**config.mk**
```make
export PLATFORM = sky130hd
export DESIGN_NAME = pe_ctrl_seq
export DESIGN_NICKNAME = d
export VERILOG_FILES = /design/src/rtl/pe_ctrl_seq.sv
export SDC_FILE = /design/constraint.sdc
export NUM_CORES = 1
export LEC_CHECK = 0
export BUFFER_PORTS_ARGS = -buffer_cell sky130_fd_sc_hd__buf_2
export CAP_MARGIN = 20
export CORE_MARGIN = 2
export CORE_UTILIZATION = 45
export CTS_BUF_LIST = sky130_fd_sc_hd__clkbuf_8
export CTS_CLUSTER_DIAMETER = 100
export CTS_CLUSTER_SIZE = 30
export DETAILED_ROUTE_END_ITERATION = 7
export PLACE_DENSITY = 0.78
export REMOVE_ABC_BUFFERS = 1
export SLEW_MARGIN = 15
export SYNTH_ARGS = -nofsm -noshare
export SYNTH_HDL_FRONTEND = slang
export SYNTH_SLANG_ARGS = --single-unit
```
**constraint.sdc**
```tcl
create_clock -name clock -period 2.1 [get_ports clock]
set_clock_uncertainty 0.2 [all_clocks]
set_input_delay 0 -clock clock [delete_from_list [all_inputs] [get_ports clock]]
set_output_delay 0 -clock clock [all_outputs]
set_load 0.1 [all_outputs]
```
**src/rtl/pe_ctrl_seq.sv**
```systemverilog
// Sequenced PE controller: accepts one vector command, issues elements to the PE
// datapath, tracks result latency and pulses done once the pipeline has drained.
module pe_ctrl_seq #(
  parameter int NUM_MUX    = 10,
  parameter int SEL_W      = 2,
  parameter int NUM_ADDSUB = 2,
  parameter int CNT_W      = 8,
  parameter int PIPE_LAT   = 3
) (
  input  logic                       clock,
  input  logic                       reset,
  input  logic                       io_cmd_valid,
  output logic                       io_cmd_ready,
  input  logic [1:0]                 io_cmd_op_type,
  input  logic                       io_cmd_use_int,
  input  logic [CNT_W-1:0]           io_cmd_len,
  input  logic                       io_in_valid,
  output logic                       io_in_ready,
  output logic [NUM_MUX*SEL_W-1:0]   io_m_sel,
  output logic [NUM_ADDSUB*2-1:0]    io_addsub_op,
  output logic                       io_int_mode,
  output logic                       io_out_valid,
  output logic                       io_busy,
  output logic                       io_done
);

  typedef enum logic [1:0] {S_IDLE, S_RUN, S_DRAIN, S_DONE} state_t;
  typedef enum logic [1:0] {OP_ADD, OP_SUB, OP_MUL, OP_MAC} op_t;

  state_t             state_q, state_d;
  op_t                op_q;
  logic               use_int_q;
  logic               first_q;
  logic [CNT_W-1:0]   remaining_q;
  logic [PIPE_LAT-1:0] lat_q, lat_d;

  logic               accept, issue, last_issue, tag;
  logic [SEL_W-1:0]   sel;
  logic [1:0]         add_op;

  // Outputs are forced low while reset is held so nothing leaks mid-abort.
  assign io_cmd_ready = (state_q == S_IDLE)  & ~reset;
  assign io_in_ready  = (state_q == S_RUN)   & ~reset;
  assign io_done      = (state_q == S_DONE)  & ~reset;
  assign io_busy      = (state_q != S_IDLE)  & ~reset;
  assign io_out_valid = lat_q[PIPE_LAT-1]    & ~reset;
  assign io_int_mode  = io_busy & use_int_q;

  assign accept     = io_cmd_valid & io_cmd_ready;
  assign issue      = io_in_valid & io_in_ready;
  assign last_issue = issue & (remaining_q == CNT_W'(1));
  // MAC produces one accumulated result, so only its final element is tagged.
  assign tag        = issue & ((op_q != OP_MAC) | last_issue);

  always_comb begin
    lat_d[0] = tag;
    for (int i = 1; i < PIPE_LAT; i++) lat_d[i] = lat_q[i-1];
  end

  always_comb begin
    // NOTE: every output of a combinational block gets a default first; a path
    // that skips an assignment would otherwise infer a latch.
    state_d = state_q;
    sel     = '0;
    add_op  = 2'd0;
    case (state_q)
      S_IDLE: begin
        if (accept) state_d = (io_cmd_len == '0) ? S_DONE : S_RUN;
      end
      S_RUN: begin
        if (!reset) begin
          case (op_q)
            OP_SUB:  add_op = 2'd1;
            OP_MUL:  sel = SEL_W'(1);
            OP_MAC:  sel = first_q ? SEL_W'(1) : SEL_W'(2);
            default: sel = '0;
          endcase
        end
        if (last_issue) state_d = S_DRAIN;
      end
      // Leave DRAIN as the final tagged beat exits, so done follows it by one cycle.
      S_DRAIN: begin
        if (lat_d == '0) state_d = S_DONE;
      end
      S_DONE: state_d = S_IDLE;
      default: state_d = S_IDLE;
    endcase
  end

  assign io_m_sel     = {NUM_MUX{sel}};
  assign io_addsub_op = {NUM_ADDSUB{add_op}};

  always_ff @(posedge clock) begin
    // NOTE: sequential state uses non-blocking assignments so every register
    // samples the pre-edge values regardless of statement order.
    if (reset) begin
      // NOTE: the latency shift register is cleared on reset, otherwise an
      // aborted element could still surface as out_valid after reset drops.
      state_q     <= S_IDLE;
      lat_q       <= '0;
      remaining_q <= '0;
      op_q        <= OP_ADD;
      use_int_q   <= 1'b0;
      first_q     <= 1'b0;
    end else begin
      state_q <= state_d;
      lat_q   <= lat_d;
      if (accept) begin
        op_q        <= op_t'(io_cmd_op_type);
        use_int_q   <= io_cmd_use_int;
        remaining_q <= io_cmd_len;
        first_q     <= 1'b1;
      end else if (issue) begin
        if (remaining_q != '0) remaining_q <= remaining_q - CNT_W'(1);
        first_q <= 1'b0;
      end
    end
  end

endmodule

```
# Yosys cells after proc, flatten, opt, wreduce, memory -nomap -nowiden

Cells that the tools add are included.
W data, S select, Z words.

Add/subtract/negate cells: 1
Eq/ne operators: 11
Mux-type cells: 17
Bitwise operators: 12
Reductions and logical operators: 9

Operator list:

| kind                  | number |
|---|---|
| $mux W8               | 3 |
| $mux W2               | 7 |
| $and A1 B1 Y1         | 10 |
| $eq A2 B2 Y1 const B  | 4 |
| $eq A8 B1 Y1 const B  | 1 |
| $logic_not A8 Y1      | 1 |
| $ne A2 B2 Y1 const B  | 4 |
| $pmux W2 S4           | 1 |
| $reduce_bool A8 Y1    | 1 |
| $sub A8 B1 Y8 const B | 1 |
| $reduce_bool A2 Y1    | 3 |
| $mux W1               | 5 |
| $eq A2 B1 Y1 const B  | 2 |
| $pmux W2 S2           | 1 |
| $logic_not A3 Y1      | 1 |
| $reduce_and A3 Y1     | 1 |
| $logic_not A2 Y1      | 1 |
| $reduce_and A2 Y1     | 1 |
| $not A1 Y1            | 1 |
| $or A1 B1 Y1          | 1 |

Flip-flop bits (word level): 17
Input bits: 15
Output and inout bits: 30
Logic and storage cells: 56

# Logic depth before layout (Yosys ltp)

Depth in word-level cells: 9
Gate-level depth with buffers: 8

# Worst setup path after synthesis

No wires, ideal clock.

Path kind: register to output
Start: register state_q[1]
End: output io_m_sel[11]
Arrival: 5531 ps
Setup slack: -3631 ps
Cell stages (with the launch flop): 7
Buffers on the path: 1
Path through: dfxtp_1 -> inv_1 -> ha_1 -> nor2b_1 -> nand2_1 -> nor3b_1 -> buf_4

Longest elaborated chain between the ends: 2

Ends and longest elaborated chain:

| what                   | line | source |
|---|---|---|
| from (decl)            | 30   | `state_t state_q, state_d;` |
| from (signal assigned) | 106  | `state_q <= state_d;` |
| $eq A2 B1 Y1           | 66   | `case (state_q)` |
| $mux W2                | 66   |  |
| to (decl)              | 19   | `output logic [NUM_MUX*SEL_W-1:0] io_m_sel,` |

Every way passes these cells.

# Worst setup path in the final report

Start: register remaining_q[0]
End: register remaining_q[4]

Longest elaborated chain between the ends: 4
Elaborated cells between the ends (all ways): 7
Classes of those cells: 1 x add/sub; 3 x mux; 3 x reduce/logical

Ends and longest elaborated chain:

| what                   | line | source |
|---|---|---|
| from (decl)            | 34   | `logic [CNT_W-1:0] remaining_q;` |
| from (signal assigned) | 111  | `remaining_q <= io_cmd_len;` |
| from (signal assigned) | 114  | `if (remaining_q != '0) remaining_q <= remaining_q - CNT_W'(1);` |
| $sub A8 B1 Y8          | 114  |  |
| $mux W8                | 114  |  |
| $mux W8                | 113  | `end else if (issue) begin` |
| $mux W8                | 108  | `if (accept) begin` |

Parallel ways exist; a longest one is shown, timed or not. The select of a mux whose other input is x is not followed.
A chain may end at the register's enable or synchronous reset.

==> flow_summary_export.csv <==
group,metric,value,unit
run_status,status,"finished, final reports clean",
synthesis,ys_seq_area_share,29.8,%
setup_path,crit_type,"reg -> reg",
cts,numCtsBuffers,3,
cts,cts_buffer_depth,2,
synthesis,yosys_warnings,0,
cts,cts_root_buf,"clkbuf_8",
route,drt_iter0_drc,34,
power,powerDensity,697,nW/µm²
min_path,holdCritPathClass,"in -> reg",
route,wl_met3,256,µm
synthesis,ys_async_sr_fraction,0,%
synthesis,syn_avg_cell_area,8.22,µm²
synthesis,synth_area,1140,µm²
die,die_h,54.4,µm
cts,clk_latency,260,ps
cells_and_area,area_growth,58.2,%
synthesis,synth_edf_count,0,
placement,dp_slack,-6.01,ps
route,vias_per_cell,5.18,
global_routing,grt_pass1_wl,4470,µm
route,num_vias,1099,
sta,setup_ws,26.8,ps
sta,setup_viol,0,
sta,relSlewSlack,64.4,%
sta,fin_tns_setup,0,ps
route,drc,0,
synthesis,synth_top_flop_cell,"dfxtp_1",
global_routing,grt_max_degree,26,
die,pin_count,45,
setup_path,worstSetupEndpointType,"register",
setup_path,critPathArrivalTime,2040,ps
global_routing,grt-ovfl-total,0,
flow_run,maxCapViolations,0,
global_routing,antenna_found_initial,0,
route,dr.max_layer_used,"met4",
die,start_util,47.0,%
synthesis,synth_area_leaders,"dfxtp_1, buf_4, ha_1, a211oi_1, nor2_1",
setup_path,required,2070,ps
cts,cts_num_sinks,17,
power,p_total,1.26,mW
cells_and_area,finish.net_count,205,
synthesis,synth_area_leader_cell,"dfxtp_1",
sta,finalCritPeriodShare,98.7,%
sta,worst_pin_slew,530,ps
die,die_area,2960,µm²
cells_and_area,n_antenna_cell,0,
power,peakVddDrop,0.000667,V
route,dr_wl_met2,1590,µm
setup_path,path_cells,"inv_1 -> ha_1 -> nor3b_1 -> a211oi_1 -> nand2_1 -> xor2_1 -> a211oi_1",
cells_and_area,final_cells,212,
cells_and_area,drive_above_1_share,36.8,%
power,p_leak,0.759,nW
placement,dp_cells,191,
synthesis,synth-seq-cells,17,
sta,rsz0062_at_grt,"yes",
placement,routabilityCongestion,0.822,
setup_path,path_common_cell,"a211oi_1",
placement,dp_hpwl,2090,µm
global_routing,grt_usage,21.1,%
cells_and_area,n_fill_cell,154,
setup_path,crit_family,"compound AO/OA/AOI/OAI gates",
route,drt-wirelength-per-cell,14.7,µm
global_routing,grt_pass1_vias,1023,
route,route.antenna.remaining_nets,0,
route,wl,3110,µm
synthesis,ys_types,30,
setup_path,cp_slowest_stage_delay,400,ps
route,firstDrtPassIters,4,
setup_path,cp_slowest_cell,"dfxtp_1",
placement,portBuffers,42,
cts,cts_tree,"built",
sta,slew_viol_final,0,
placement,dpl_cell_area,1560,µm²
setup_path,ff2ff_setup_slack,30,ps
sta,max_freq,482,MHz
die,die_w,54.4,µm
cts,cts_max_level,1,
cts,path_clk_slew,70,ps
synthesis,netlist_instances,139,
setup_path,critPathLaunchType,"register",
sta,hold_violations,0,
sta,fin_crit,2070,ps
synthesis,netlist.area_leader.share,29.8,%
route,wl_met1,1200,µm
cells_and_area,stdcell_area,1810,µm²
setup_path,cp_max_fo,4,
die,coreArea,2430,µm²
setup_path,cp.buffers_inverters,1,
die,row_count,18,
## cells by family (layout without fill, tap and decap cells)
group | Yosys count | in the layout | share of synthesized area (%)
AND/OR/NAND/NOR | 52 | 52 | 26.7
buffers and inverters | 32 | 74 | 17.4
AO/OA/AOI/OAI | 22 | 22 | 11.7
flip-flops | 17 | 17 | 29.8
adder cells (fa/ha/maj) | 7 | 7 | 7.67
XOR/XNOR | 7 | 7 | 5.37
other | 1 | 2 | 0.328
multiplexers | 1 | 1 | 0.986
## stage by stage
stage / hold slack (ps) / utilization, %
2_1_floorplan: -131 / -
3_3_place_gp: 0.221 / 64.3
3_5_place_dp: 5.07 / 64.3
4_1_cts: 33.0 / 72.1
5_1_grt: 107 / 74.3
6_report: 85.2 / 74.3
## worst paths after layout
path                                startpoint        endpoint  depth (start not counted)
worst min register to register        lat_q[0]        lat_q[1]                          1
worst min-delay path               io_in_valid         first_q                          4
worst max register to register  remaining_q[0]  remaining_q[4]                          7
worst max-delay path            remaining_q[0]  remaining_q[4]                          7
## cells in the mapped netlist, types with 2 or more instances
master    instances
a211oi_1          8
a21oi_1           6
buf_4            21
clkbuf_1          4
dfxtp_1          17
ha_1              7
inv_1             7
nand2_1           8
nand2b_1          4
nand3_1           2
nand3b_1          3
nand4b_1          2
nor2_1           13
nor2b_1           6
nor3b_1           2
nor4_1            4
o21ai_0           7
xnor2_1           3
xor2_1            4
## layout by cell type, fill, tap and decap left out, types with 4 or more instances in the layout
cell	synthesis	routed
a211oi_1	8	8
a21oi_1	6	5
buf_12	0	21
buf_2	0	21
buf_4	21	8
dfxtp_1	17	14
dlygate4sd3_1	0	13
ha_1	7	6
inv_1	7	6
nand2_1	8	7
nand2b_1	4	4
nor2_1	13	13
nor2b_1	6	5
nor4_1	4	4
o21ai_0	7	7
xor2_1	4	4
## worst register-to-register path: cells and delay by family (launching register included)
family	cells	cell delay, ps
compound gates	2	640
flops	1	400
simple gates	2	300
fa+ha+maj	1	200
xor+xnor	1	170
buf+inv	1	90
## registers in the layout, summed over array words and instances (netlist names)
name,count
use_int_q,1
remaining_q,8
lat_q,3
state_q,2
op_q,2
first_q,1
## per-layer routing
metal | vias up | global-route usage (%)
met3 | 9 | 6.28
met2 | 49 | 37.1
met5 | - | 0
met4 | 0 | 10.4
li1 | 530 | -
met1 | 511 | 22.7
## what timing repair did
action,CTS,global route
pin swaps,1,1
resized for setup,5,12
endpoints found under the setup margin,11,27
cloned,1,0
buffers inserted,1,2
hold endpoints to repair,13,1
hold buffers,12,1
## power by group
group	total, mW	internal [mW]	switching (mW)
combinational	0.585	0.209	0.376
sequential	0.418	0.371	0.0477
clock	0.255	0.132	0.122
total	1.26	0.712	0.546
## final cells by class
cell class | instances | area (µm²) | area share (%)
sequential | 17 | 344 | 19.0
inverter | 7 | 26.3 | 1.45
clock buffer | 3 | 41.3 | 2.29
multi-input combinational | 91 | 637 | 35.2
tap | 30 | 37.5 | 2.08
clock inverter | 1 | 5.00 | 0.277
timing repair buffer | 63 | 716 | 39.6
(Power assumes the default switching activity.)
